**config.mk**
```make
export PLATFORM = sky130hd
export DESIGN_NAME = mem_access_unit
export DESIGN_NICKNAME = d
export VERILOG_FILES = /design/src/rtl/mem_pkg.sv /design/src/rtl/mem_lane_align.sv /design/src/rtl/mem_access_unit.sv
export SDC_FILE = /design/constraint.sdc
export NUM_CORES = 1
export LEC_CHECK = 0
export CAP_MARGIN = 30
export CORE_ASPECT_RATIO = 0.5
export CORE_UTILIZATION = 48
export CTS_CLUSTER_DIAMETER = 50
export DETAILED_ROUTE_END_ITERATION = 10
export HOLD_SLACK_MARGIN = 0.05
export PLACE_DENSITY = 0.83
export SYNTH_ARGS = -nofsm -noshare
export SYNTH_HDL_FRONTEND = slang
export SYNTH_SLANG_ARGS = --single-unit
```
**constraint.sdc**
```tcl
create_clock -name clock -period 3.8 [get_ports clock]
set_clock_uncertainty 0.1 [all_clocks]
set_input_delay 0.76 -clock clock [delete_from_list [all_inputs] [get_ports clock]]
set_output_delay 0.76 -clock clock [all_outputs]
set_load 0.005 [all_outputs]
```
**src/rtl/mem_pkg.sv**
```systemverilog
// -----------------------------------------------------------------------------
// mem_pkg
// Shared definitions for the MEM-stage load/store initiator:
//   - access size encodings (byte / half / word, 2'b11 is never legal)
//   - FSM state encoding of mem_access_unit
//   - word-address and data widths of the 2048x32 data_mem
//   - alignment helper used by the lane aligner
// -----------------------------------------------------------------------------
package mem_pkg;

  localparam int WORD_ADDR_W = 11;
  localparam int DATA_W      = 32;

  localparam logic [1:0] SZ_BYTE = 2'b00;
  localparam logic [1:0] SZ_HALF = 2'b01;
  localparam logic [1:0] SZ_WORD = 2'b10;
  localparam logic [1:0] SZ_BAD  = 2'b11;

  // RMW_READ is a reserved encoding: the read half of a read-modify-write is
  // issued from IDLE in the accept cycle, so the FSM never needs this state.
  typedef enum logic [2:0] {
    ST_IDLE      = 3'd0,
    ST_LOAD      = 3'd1,
    ST_RMW_READ  = 3'd2,
    ST_RMW_WRITE = 3'd3,
    ST_ERR       = 3'd4
  } state_e;

  // Natural alignment check for a given size and byte offset within a word.
  function automatic logic is_aligned(input logic [1:0] size,
                                      input logic [1:0] offset);
    logic ok;
    ok = 1'b0;
    case (size)
      SZ_BYTE: ok = 1'b1;
      SZ_HALF: ok = (offset[0] == 1'b0);
      SZ_WORD: ok = (offset == 2'b00);
      default: ok = 1'b0;
    endcase
    return ok;
  endfunction

endpackage

```
**src/rtl/mem_lane_align.sv**
```systemverilog
// -----------------------------------------------------------------------------
// mem_lane_align
// Purely combinational little-endian lane handling for one 32-bit word.
// Ports:
//   word        in  32  word read from data_mem
//   offset      in  2   byte offset of the access inside the word
//   size        in  2   SZ_BYTE / SZ_HALF / SZ_WORD (SZ_BAD never aligned)
//   is_signed   in  1   sign-extend loaded byte/half when 1
//   store_data  in  32  right-justified store data
//   load_data   out 32  selected lane, sign- or zero-extended
//   merged_word out 32  word with the addressed lane replaced by store data
//   aligned     out 1   access is naturally aligned
// -----------------------------------------------------------------------------
module mem_lane_align
  import mem_pkg::*;
(
  input  logic [DATA_W-1:0] word,
  input  logic [1:0]        offset,
  input  logic [1:0]        size,
  input  logic              is_signed,
  input  logic [DATA_W-1:0] store_data,
  output logic [DATA_W-1:0] load_data,
  output logic [DATA_W-1:0] merged_word,
  output logic              aligned
);

  logic [7:0]  byte_s;
  logic [15:0] half_s;

  // Select the addressed byte and half-word lanes.
  always_comb begin
    byte_s = 8'h00;
    half_s = 16'h0000;
    case (offset)
      2'b00:   byte_s = word[7:0];
      2'b01:   byte_s = word[15:8];
      2'b10:   byte_s = word[23:16];
      2'b11:   byte_s = word[31:24];
      default: byte_s = word[7:0];
    endcase
    if (offset[1]) begin
      half_s = word[31:16];
    end else begin
      half_s = word[15:0];
    end
  end

  // Extend the selected lane into a full load result.
  always_comb begin
    load_data = word;
    case (size)
      SZ_BYTE: load_data = {{24{is_signed & byte_s[7]}}, byte_s};
      SZ_HALF: load_data = {{16{is_signed & half_s[15]}}, half_s};
      SZ_WORD: load_data = word;
      default: load_data = word;
    endcase
  end

  // Replace the addressed lane with store data for the write-back of an RMW.
  always_comb begin
    merged_word = word;
    case (size)
      SZ_BYTE: begin
        case (offset)
          2'b00:   merged_word = {word[31:8], store_data[7:0]};
          2'b01:   merged_word = {word[31:16], store_data[7:0], word[7:0]};
          2'b10:   merged_word = {word[31:24], store_data[7:0], word[15:0]};
          2'b11:   merged_word = {store_data[7:0], word[23:0]};
          default: merged_word = word;
        endcase
      end
      SZ_HALF: begin
        if (offset[1]) begin
          merged_word = {store_data[15:0], word[15:0]};
        end else begin
          merged_word = {word[31:16], store_data[15:0]};
        end
      end
      SZ_WORD: merged_word = store_data;
      default: merged_word = word;
    endcase
  end

  assign aligned = is_aligned(size, offset);

endmodule

```
**src/rtl/mem_access_unit.sv**
```systemverilog
// -----------------------------------------------------------------------------
// mem_access_unit
// MEM-stage load/store initiator for a 2048x32 word-addressed data_mem with a
// registered read port. Byte/half/word loads and stores from the pipeline are
// turned into word reads/writes; sub-word stores are read-modify-write.
// req_ready is high only in IDLE so the pipeline stalls while busy.
// Ports:
//   clock, reset        clock and asynchronous active-high reset
//   req_valid/req_ready request handshake (accept = req_valid & req_ready)
//   req_write           1 = store, 0 = load
//   req_size            00 byte, 01 half, 10 word, 11 always misaligned
//   req_signed          sign-extend sub-word loads
//   req_addr            byte address
//   req_wdata           right-justified store data
//   resp_valid          one-cycle completion pulse per accepted request
//   resp_rdata          load result (0 for stores and errors), held until next
//   resp_error          misaligned request, qualified by resp_valid
//   mem_address         word address to data_mem
//   mem_in_data         write data to data_mem
//   mem_write           write strobe to data_mem
//   mem_out_data        data_mem read data, valid the cycle after the address
// -----------------------------------------------------------------------------
module mem_access_unit #(
  parameter int ADDR_W = 13,
  parameter int DATA_W = 32
) (
  input  logic              clock,
  input  logic              reset,
  input  logic              req_valid,
  output logic              req_ready,
  input  logic              req_write,
  input  logic [1:0]        req_size,
  input  logic              req_signed,
  input  logic [ADDR_W-1:0] req_addr,
  input  logic [DATA_W-1:0] req_wdata,
  output logic              resp_valid,
  output logic [DATA_W-1:0] resp_rdata,
  output logic              resp_error,
  output logic [ADDR_W-3:0] mem_address,
  output logic [DATA_W-1:0] mem_in_data,
  output logic              mem_write,
  input  logic [DATA_W-1:0] mem_out_data
);

  import mem_pkg::*;

  localparam int WA_W = ADDR_W - 2;

  state_e            state_r;
  state_e            next_state_s;

  logic [WA_W-1:0]   cap_waddr_r;
  logic [1:0]        cap_off_r;
  logic [1:0]        cap_size_r;
  logic              cap_signed_r;
  logic [DATA_W-1:0] cap_wdata_r;

  logic              capture_s;
  logic              resp_set_s;
  logic              resp_err_s;
  logic [DATA_W-1:0] resp_data_s;

  logic [1:0]        al_off_s;
  logic [1:0]        al_size_s;
  logic              al_signed_s;
  logic [DATA_W-1:0] al_wdata_s;
  logic [DATA_W-1:0] al_load_s;
  logic [DATA_W-1:0] al_merge_s;
  logic              al_aligned_s;

  // The aligner sees the live request in IDLE (for the alignment decision)
  // and the captured request afterwards (for load extraction and merge).
  always_comb begin
    al_off_s    = cap_off_r;
    al_size_s   = cap_size_r;
    al_signed_s = cap_signed_r;
    al_wdata_s  = cap_wdata_r;
    if (state_r == ST_IDLE) begin
      al_off_s    = req_addr[1:0];
      al_size_s   = req_size;
      al_signed_s = req_signed;
      al_wdata_s  = req_wdata;
    end else begin
      al_off_s    = cap_off_r;
      al_size_s   = cap_size_r;
      al_signed_s = cap_signed_r;
      al_wdata_s  = cap_wdata_r;
    end
  end

  mem_lane_align u_lane_align (
    .word        (mem_out_data),
    .offset      (al_off_s),
    .size        (al_size_s),
    .is_signed   (al_signed_s),
    .store_data  (al_wdata_s),
    .load_data   (al_load_s),
    .merged_word (al_merge_s),
    .aligned     (al_aligned_s)
  );

  // FSM state register.
  always_ff @(posedge clock or posedge reset) begin
    if (reset) begin
      state_r <= ST_IDLE;
    end else begin
      state_r <= next_state_s;
    end
  end

  // Next-state, memory port muxing and response decisions.
  // mem_write is gated by reset so an in-flight write drops the moment reset
  // rises, even if a word store is still being presented in IDLE.
  always_comb begin
    next_state_s = state_r;
    req_ready    = 1'b0;
    mem_address  = cap_waddr_r;
    mem_in_data  = al_merge_s;
    mem_write    = 1'b0;
    capture_s    = 1'b0;
    resp_set_s   = 1'b0;
    resp_err_s   = 1'b0;
    resp_data_s  = {DATA_W{1'b0}};
    case (state_r)
      ST_IDLE: begin
        req_ready   = 1'b1;
        mem_address = req_addr[ADDR_W-1:2];
        mem_in_data = req_wdata;
        if (req_valid) begin
          capture_s = 1'b1;
          if (!al_aligned_s) begin
            next_state_s = ST_ERR;
          end else if (req_write) begin
            if (req_size == SZ_WORD) begin
              // Full-word store completes at the accept edge.
              mem_write    = ~reset;
              resp_set_s   = 1'b1;
              next_state_s = ST_IDLE;
            end else begin
              // Read for the RMW is issued now (mem_write=0).
              next_state_s = ST_RMW_WRITE;
            end
          end else begin
            next_state_s = ST_LOAD;
          end
        end else begin
          next_state_s = ST_IDLE;
        end
      end
      ST_LOAD: begin
        resp_set_s   = 1'b1;
        resp_data_s  = al_load_s;
        next_state_s = ST_IDLE;
      end
      ST_RMW_WRITE: begin
        mem_write    = ~reset;
        resp_set_s   = 1'b1;
        next_state_s = ST_IDLE;
      end
      ST_RMW_READ: begin
        next_state_s = ST_IDLE;
      end
      ST_ERR: begin
        resp_set_s   = 1'b1;
        resp_err_s   = 1'b1;
        next_state_s = ST_IDLE;
      end
      default: begin
        next_state_s = ST_IDLE;
      end
    endcase
  end

  // Capture the request at accept so the pipeline may move on.
  always_ff @(posedge clock or posedge reset) begin
    if (reset) begin
      cap_waddr_r  <= {WA_W{1'b0}};
      cap_off_r    <= 2'b00;
      cap_size_r   <= 2'b00;
      cap_signed_r <= 1'b0;
      cap_wdata_r  <= {DATA_W{1'b0}};
    end else if (capture_s) begin
      cap_waddr_r  <= req_addr[ADDR_W-1:2];
      cap_off_r    <= req_addr[1:0];
      cap_size_r   <= req_size;
      cap_signed_r <= req_signed;
      cap_wdata_r  <= req_wdata;
    end else begin
      cap_waddr_r  <= cap_waddr_r;
      cap_off_r    <= cap_off_r;
      cap_size_r   <= cap_size_r;
      cap_signed_r <= cap_signed_r;
      cap_wdata_r  <= cap_wdata_r;
    end
  end

  // Registered response: one-cycle valid pulse, data held until next response.
  always_ff @(posedge clock or posedge reset) begin
    if (reset) begin
      resp_valid <= 1'b0;
      resp_error <= 1'b0;
      resp_rdata <= {DATA_W{1'b0}};
    end else begin
      resp_valid <= resp_set_s;
      resp_error <= resp_err_s;
      if (resp_set_s) begin
        resp_rdata <= resp_data_s;
      end else begin
        resp_rdata <= resp_rdata;
      end
    end
  end

endmodule

```
==> metrics.md, run 1 <==
| Metric | Value |
|---|---|
| Pins Over Slew Limit | 0 |
| Register bit total from synthesis | 85 |
| P_sw | about 3600 uW |
| Num ports | approximately 160 |
| Vias in the first global route | 5843 |
| Global-route wire length before repair | 32910 um |
| CP required | slightly below 3 ns |
| CTS root buf | clkbuf_16 |
| Final setup TNS | -0.08359 ns |
| Max Clock Freq | between 200 and 300 MHz |
| Pre-CTS setup slack | -0.2827 ns |
| Pre-antenna DRT Iters | 9 |
| Detailed Route Iter0 Violations | 752 |
| Final setup viols | 3 |
| Hold WC Path Type | reg -> reg |
| Share of layout cells above drive strength 1 | around 16% |
| RSZ-0062 raised after global routing | yes |
| Hold WS | between 0.3 and 0.4 ns |
| Final WS setup | -0.04510 ns |
| Htree depth | 3 |
| Clock sink total | 85 |
| N_diodes | 0 |
| Ys async rst share | 100.0% |
| CP max FO | 4 |
| Family with the most delay on the worst path | buffers and inverters |
| CTS buffer count | 9 |
| Leak | about 0.0036 uW |
| Synth area leaders | dfrtp_1, nand2_1, nor2_1 |
| Placer congestion estimate | roughly 0.95 |
| Critical path type | in -> out |
| Fill cells | about 820 |
| Clk Latency, worst-skew pair | around 0.35 ns |
| Initial antenna violation count | 0 |
| Fin crit share | 101.2% |
| GRT Overall Usage | a little over a third |
| Layout Cells excl Fill | around 1000 |
| Power Density | just under 1000 nW/um^2 |
| Synth cell count leaders | nand2_1, dfrtp_1, nor2_1, o21ai_0, clkbuf_1 |
| Clock power share | between 10% and 20% |
| Max Buffers Root-to-Sink | 2 |
| WP data arrival | 2.99 ns |
| Critical Path Sink Type | output port |
| Gr ovfl total | 0 |
| Post-synth cell types | between 50 and 60 |
| Placed insts | just under 1k |
| Rel. slew slack | a little over a third |
| Slew at the pin with the worst max-slew slack | ~0.97 ns |
| Mapped Area | between 5000 and 6000 um^2 |
| Antenna viol nets, final | 0 |
| Setup crit start kind | primary input |
| Synth Warn # | 0 |
| Largest net degree at the start of global routing | between 40 and 50 |
| Int Power | 4404 uW |
| Routed Wire Length | roughly 21000 um |
| Crit path buf inv count | 4 |
| Chip height | a little under 80 um |
| Vias/cell | about 6.1 |
| Row count | 27 |
| Worst path max stage delay | 0.46 ns |
| Max-cap violations | 0 |
| DRC violations left | 5 |
| Synth Flop Type | dfrtp_1 |
| Syn Nets | 750 |
| Via count | ~6.1k |
| Post-synth EDFFs | 0 |
| Wire length per cell | approximately 21 um |
| Crit-path cells | clkdlybuf4s50_1 -> buf_4 -> nor2b_2 -> mux2_4 -> o22ai_4 -> mux2i_4 -> buf_4 -> a21oi_1 -> clkdlybuf4s50_1 |
| CP max-delay cell | clkdlybuf4s50_1 |
| Layout area overhead | 47.80% |
| Core area | ~11000 um^2 |
| CTS tree | yes |
| Final core area utilization | between 70% and 80% |
| Clock transition at the registers of the reported paths | roughly 0.070 ns |
| Hold Vio Cnt, Final | 0 |
| Yosys top cell by area | dfrtp_1 |
| Die Area | 11830 um^2 |
| Failing checks | design-rule violations, negative setup slack |
| Flop pwr share | about a fifth |
| Status | finished with violations |
| Final net count | approximately 930 |
| Post-route minimum period | roughly 3.8 ns |
| I/O Buffers | about 160 |
| HPWL after DPL | approximately 15000 um |
| Cts hold-fix bufs | 0 |
| Yosys top cell area share | a little under 40% |
| Starting density of the core | between 40% and 50% |
| Comb pwr share | between 60% and 70% |
| Max VDD drop | between 0.0004 and 0.0005 V |
| Most common cell in the synthesized netlist | nand2_1 |
| Die W | 152.8 um |
| Switching power share of the total | ~45% |
| Mapped Cells | 666 |
| Synth Area per Inst | 8.195 um^2 |
| Sequential area share after synthesis | about two fifths |
[path summary, 6_finish.rpt]
kind | cells after the start | start | slack [ns] | to
max | 9 | req_addr[0] | -0.05 | mem_in_data[6]
max reg2reg | 9 | state_r[1] | 0.95 | resp_rdata[29]
max in group asynchronous | 3 | reset | 2.09 | cap_wdata_r[7]
min reg2reg | 2 | cap_waddr_r[10] | 0.38 | cap_waddr_r[10]
min in group asynchronous | 2 | reset | 0.73 | cap_wdata_r[25]
min | 2 | cap_waddr_r[10] | 0.38 | cap_waddr_r[10]
[through the flow]
step	power, uW	instance area, um^2
6_report	8014	8066
5_1_grt	8507	8066
4_1_cts	7795	7918
3_5_place_dp	6570	7422
3_3_place_gp	6495	7422
2_1_floorplan	4353	5458
[routing by layer]
layer  track usage [%]  part of all wire (%)  up-vias
met3             8.827                    11       44
met4             9.798                   1.8        0
li1                  -                     -     2764
met1             52.99                    43     2942
met2             54.72                    44      393
met5                 0                     0        -
[layout make-up]
| cell class | count | area (um^2) | share of cell area, % |
|---|---|---|---|
| clock buffer | 9 | 225.2 | 2.792 |
| multi-input combinational | 516 | 3254 | 40.34 |
| inverter | 17 | 70.07 | 0.8686 |
| tap | 145 | 181.4 | 2.249 |
| sequential | 85 | 2127 | 26.37 |
| timing repair buffer | 220 | 2126 | 26.35 |
| clock inverter | 7 | 82.58 | 1.024 |
[kinds of logic after synthesis]
logic type / share of synthesized area [%]
AND/OR/NAND/NOR: 24.76
AO/OA/AOI/OAI: 25.45
flip-flops: 38.97
buffers and inverters: 5.754
multiplexers: 5.066
[worst min-delay path, delay by kind of cell, from the launching register on]
family	cells	cell delay (ns)
AND/OR/NAND/NOR	2	0.10
flip-flops	1	0.34
[placed cells by master (no fill, tap or decap), types with 3 or more instances in the layout]
cell,n
a221o_1,17
clkdlybuf4s50_1,140
buf_4,52
o21ai_0,34
mux2i_2,3
and2_1,8
clkbuf_16,9
nor2_1,57
o31a_1,4
o2bb2ai_1,15
o21ai_1,15
nand2_1,182
a221oi_2,7
buf_12,3
o22ai_1,3
nand3_1,4
nor2b_1,6
o221ai_1,11
dlymetal6s2s_1,9
nor4_1,3
o211ai_1,3
nor4b_2,4
nor3_1,13
mux2_2,9
or3_1,5
a221oi_1,16
a21o_1,7
inv_1,15
dfrtp_1,85
mux2i_1,11
nor3_2,7
dlygate4sd2_1,11
o31ai_1,7
a211oi_1,8
nand2b_1,4
a21oi_1,12
a22oi_1,3
[what timing repair did]
item	CTS	global route
setup endpoints to repair	32	21
setup buffers	3	3
gates cloned	1	0
pin swaps	6	10
endpoints found under the hold margin	0	0
resized for setup	46	33
[flip-flops by register name, indices dropped and copies added, names as in the netlist]
name / cells
cap_signed_r: 1
cap_off_r: 2
resp_rdata: 32
resp_error: 1
cap_waddr_r: 11
cap_wdata_r: 32
state_r: 3
resp_valid: 1
cap_size_r: 2
[power by group through the flow]
stage	combinational [uW]	clock, uW	sequential (uW)
finish	5400	930	1680
global route	5800	981	1730
CTS	5190	936	1660
detailed placement	4900	0	1670
global placement	4840	0	1660
floorplan	2800	0	1560
No activity file was read; power rests on OpenSTA's default activity.
==> run 2: changes to the inputs <==
--- a/config.mk
+++ b/config.mk
@@ -7,6 +7,7 @@
 export LEC_CHECK = 0
 export CAP_MARGIN = 30
 export CORE_ASPECT_RATIO = 0.5
+export CORE_MARGIN = 4
 export CORE_UTILIZATION = 48
 export CTS_CLUSTER_DIAMETER = 50
 export DETAILED_ROUTE_END_ITERATION = 10
==> run 2 against run 1 <==
Against the previous run: the flow now finishes without violations; flip-flop and latch count unchanged; cell area hardly changed; count of clock-buffer cells in the layout did not move; die area grew 12%; clock power about the same; global-route usage fell by 5.5 points; total power down 1.8%; critical path type unchanged; largest cell class unchanged; via count fell by 0.52%; maximum frequency rose by 2.9%; worst setup slack improved by 0.11 ns.
==> metrics.md, run 2 (same netlist as run 1, synthesis figures left out) <==
| Metric | Value |
|---|---|
| Pre-antenna DRT Iters | 5 (was 9) |
| Wire length per cell | 21.29 um (was 21.15 um) |
| Placed insts | 977 (was 976) |
| Slew at the pin with the worst max-slew slack | 1.025 ns (was 0.9739 ns) |
| Layout area overhead | 47.85% (was 47.80%) |
| Final Power | 7872 uW (was 8014 uW) |
| Biggest regs | cap_wdata_r x32, resp_rdata x32, cap_waddr_r x11 (unchanged) |
| GRT Overall Usage | 31.22% (was 36.67%) |
| Power Density | 975.5 nW/um^2 (was 993.5 nW/um^2) |
| Post-route minimum period | 3.737 ns (was 3.845 ns) |
| Num ports | 163 (unchanged) |
| Switching power share of the total | 45.29% (was 45.05%) |
| CP max FO | 6 (was 4) |
| Rel. slew slack | 31.39% (was 34.83%) |
| Layout Cells excl Fill | 1003 (was 999) |
| Hold Path Sink | cap_waddr_r[2] (was cap_waddr_r[10]) |
| Clock transition at the registers of the reported paths | 0.06 ns (was 0.07 ns) |
| RSZ-0062 raised after global routing | yes (unchanged) |
| Global-route wire length before repair | 32850 um (was 32910 um) |
| Hold_sp | cap_waddr_r[2] (was cap_waddr_r[10]) |
| Critical Path Sink Type | output port (unchanged) |
| CTS root buf | clkbuf_16 (unchanged) |
| Antenna viol nets, final | 0 (unchanged) |
| Max Buffers Root-to-Sink | 2 (unchanged) |
| WP data arrival | 2.88 ns (was 2.99 ns) |
| Largest net degree at the start of global routing | 54 (was 43) |
| Hold WC Path Type | reg -> reg (unchanged) |
| Vias/cell | 6.093 (was 6.149) |
| CTS tree | yes (unchanged) |
| Max VDD drop | 0.0004174 V (was 0.0004146 V) |
| Clock sink total | 85 (unchanged) |
| End of the worst register-to-register path | resp_rdata[3] (was resp_rdata[29]) |
| Most frequent cells in the layout | nand2_1, clkdlybuf4s50_1, dfrtp_1, buf_4, nor2_1 (was nand2_1, clkdlybuf4s50_1, dfrtp_1, nor2_1, buf_4) |
| Vias in the first global route | 5904 (was 5843) |
| Row count | 27 (unchanged) |
| Starting density of the core | 49.41% (unchanged) |
| Chip height | 83.40 um (was 77.40 um) |
| DRC violations left | 0 (was 5) |
| Core area | 11050 um^2 (unchanged) |
| Fin crit share | 98.33% (was 101.2%) |
| Detailed Route Iter0 Violations | 643 (was 752) |
| Status | completed (was finished with violations) |
| I/O Buffers | 162 (unchanged) |
| Placer congestion estimate | 0.9495 (was 0.9459) |
| Final net count | 937 (was 933) |
| Critical path type | in -> out (unchanged) |
| Multi-input gate area | 3264 um^2 (was 3254 um^2) |
| N_diodes | 0 (unchanged) |
| Most common cell after layout, fill and taps aside | nand2_1 (unchanged) |
| Setup crit start kind | primary input (unchanged) |
| Die Area | 13240 um^2 (was 11830 um^2) |
| P_sw | 3565 uW (was 3610 uW) |
| Initial antenna violation count | 0 (unchanged) |
| HPWL after DPL | 15680 um (was 15130 um) |
| Hold Vio Cnt, Final | 0 (unchanged) |
| Share of layout cells above drive strength 1 | 16.78% (was 15.81%) |
| Via count | 6111 (was 6143) |
| Cts hold-fix bufs | 0 (unchanged) |
| Htree depth | 3 (unchanged) |
| Int Power | 4306 uW (was 4404 uW) |
| Routed Wire Length | 21350 um (was 21130 um) |
| Max-cap violations | 0 (unchanged) |
| Design Area, Final | 8069 um^2 (was 8066 um^2) |
| Clk Latency, worst-skew pair | 0.34 ns (was 0.35 ns) |
| Fill cells | 850 (was 819) |
| Hold path depth | 2 (unchanged) |
| Pins Over Slew Limit | 0 (unchanged) |
| Post-DP Area | 7430 um^2 (was 7422 um^2) |
| CP startpoint | req_addr[0] (unchanged) |
| Final setup viols | 0 (was 3) |
| Leak | 0.003567 uW (was 0.003590 uW) |
| Comb pwr share | 66.8% (was 67.4%) |
| Final core area utilization | 73.04% (was 73.02%) |
| R2R Path Start | state_r[1] (unchanged) |
| Flop pwr share | 21.4% (was 21.0%) |
| CTS buffer count | 9 (unchanged) |
| Die W | 158.8 um (was 152.8 um) |
| Final WS setup | 0.06344 ns (was -0.04510 ns) |
| CP required | 2.94 ns (about the same) |
| Flop-to-flop setup slack | 0.71 ns (was 0.95 ns) |
| Pre-CTS setup slack | -0.2766 ns (was -0.2827 ns) |
| Clock power share | 11.8% (was 11.6%) |
| Max Clock Freq | 267.6 MHz (was 260.1 MHz) |
| R2R depth | 9 (unchanged) |
| Gr ovfl total | 0 (unchanged) |
| Flip-flop and latch area | 2127 um^2 (unchanged) |
-- run 2: cell count changes in the layout (fill, tap and decap cells not counted), sizes merged --
| cell | delta |
|---|---|
| clkbuf | -1 |
| dlymetal6s2s | -4 |
| buf | +5 |
| inv | +1 |
| bufbuf | -1 |
| dlygate4sd2 | +5 |
| clkinv | -1 |
-- run 2: per-stage QoR --
| step | TNS (ns) | hold WS [ns] |
|---|---|---|
| 2_1_floorplan | 0 | 0.3374 |
| 3_3_place_gp | -3.427 | 0.3506 |
| 3_5_place_dp | -4.063 | 0.3620 |
| 4_1_cts | -0.3317 | 0.3781 |
| 5_1_grt | -0.007518 | 0.4003 |
| 6_report | 0 | 0.3773 |
-- run 2: worst max path at each step --
stage                            to  slack [ns]  cells past startpoint
floorplan           mem_in_data[10]        0.71                      6
global placement    mem_in_data[26]       -0.25                      8
detailed placement  mem_in_data[26]       -0.28                      8
CTS                 mem_in_data[11]       -0.17                      9
global route        mem_in_data[17]      -0.008                      8
finish              mem_in_data[17]        0.06                      8
-- run 2: power by group through the flow --
stage	clock, uW	sequential, uW	combinational (uW)
finish	930	1680	5260
floorplan	0	1560	2800
CTS	933	1670	5050
global route	968	1720	5660
global placement	0	1670	4810
detailed placement	0	1670	4900
-- run 2: layout make-up --
type | count | area share (%)
tap | 145 | 2.248
timing repair buffer | 224 | 26.28
sequential | 85 | 26.36
multi-input combinational | 516 | 40.46
inverter | 17 | 0.8684
clock inverter | 7 | 0.9924
clock buffer | 9 | 2.791
-- run 2: repair_timing --
action                                  CTS  global route
setup buffers                             3             5
endpoints found under the hold margin     0             0
pin swaps                                 4             8
endpoints found under the setup margin   32            23
resized for setup                        48            31
-- run 2: metal layers --
metal | global-route usage [%] | up-vias | share of wire [%]
met5 | 0 | - | 0
met4 | 8.583 | 0 | 2.3
met3 | 8.875 | 45 | 11
met2 | 47.74 | 355 | 44
met1 | 43.65 | 2940 | 42
li1 | - | 2771 | -
-- run 2: worst max-delay path, cell delays in order --
cell and delay [ns]:
clkdlybuf4s50_1 0.44, buf_6 0.15, nor2b_4 0.12, nor4b_2 0.35, nor2_2 0.15, a221oi_1 0.31
o21ai_0 0.14, clkdlybuf4s50_1 0.46
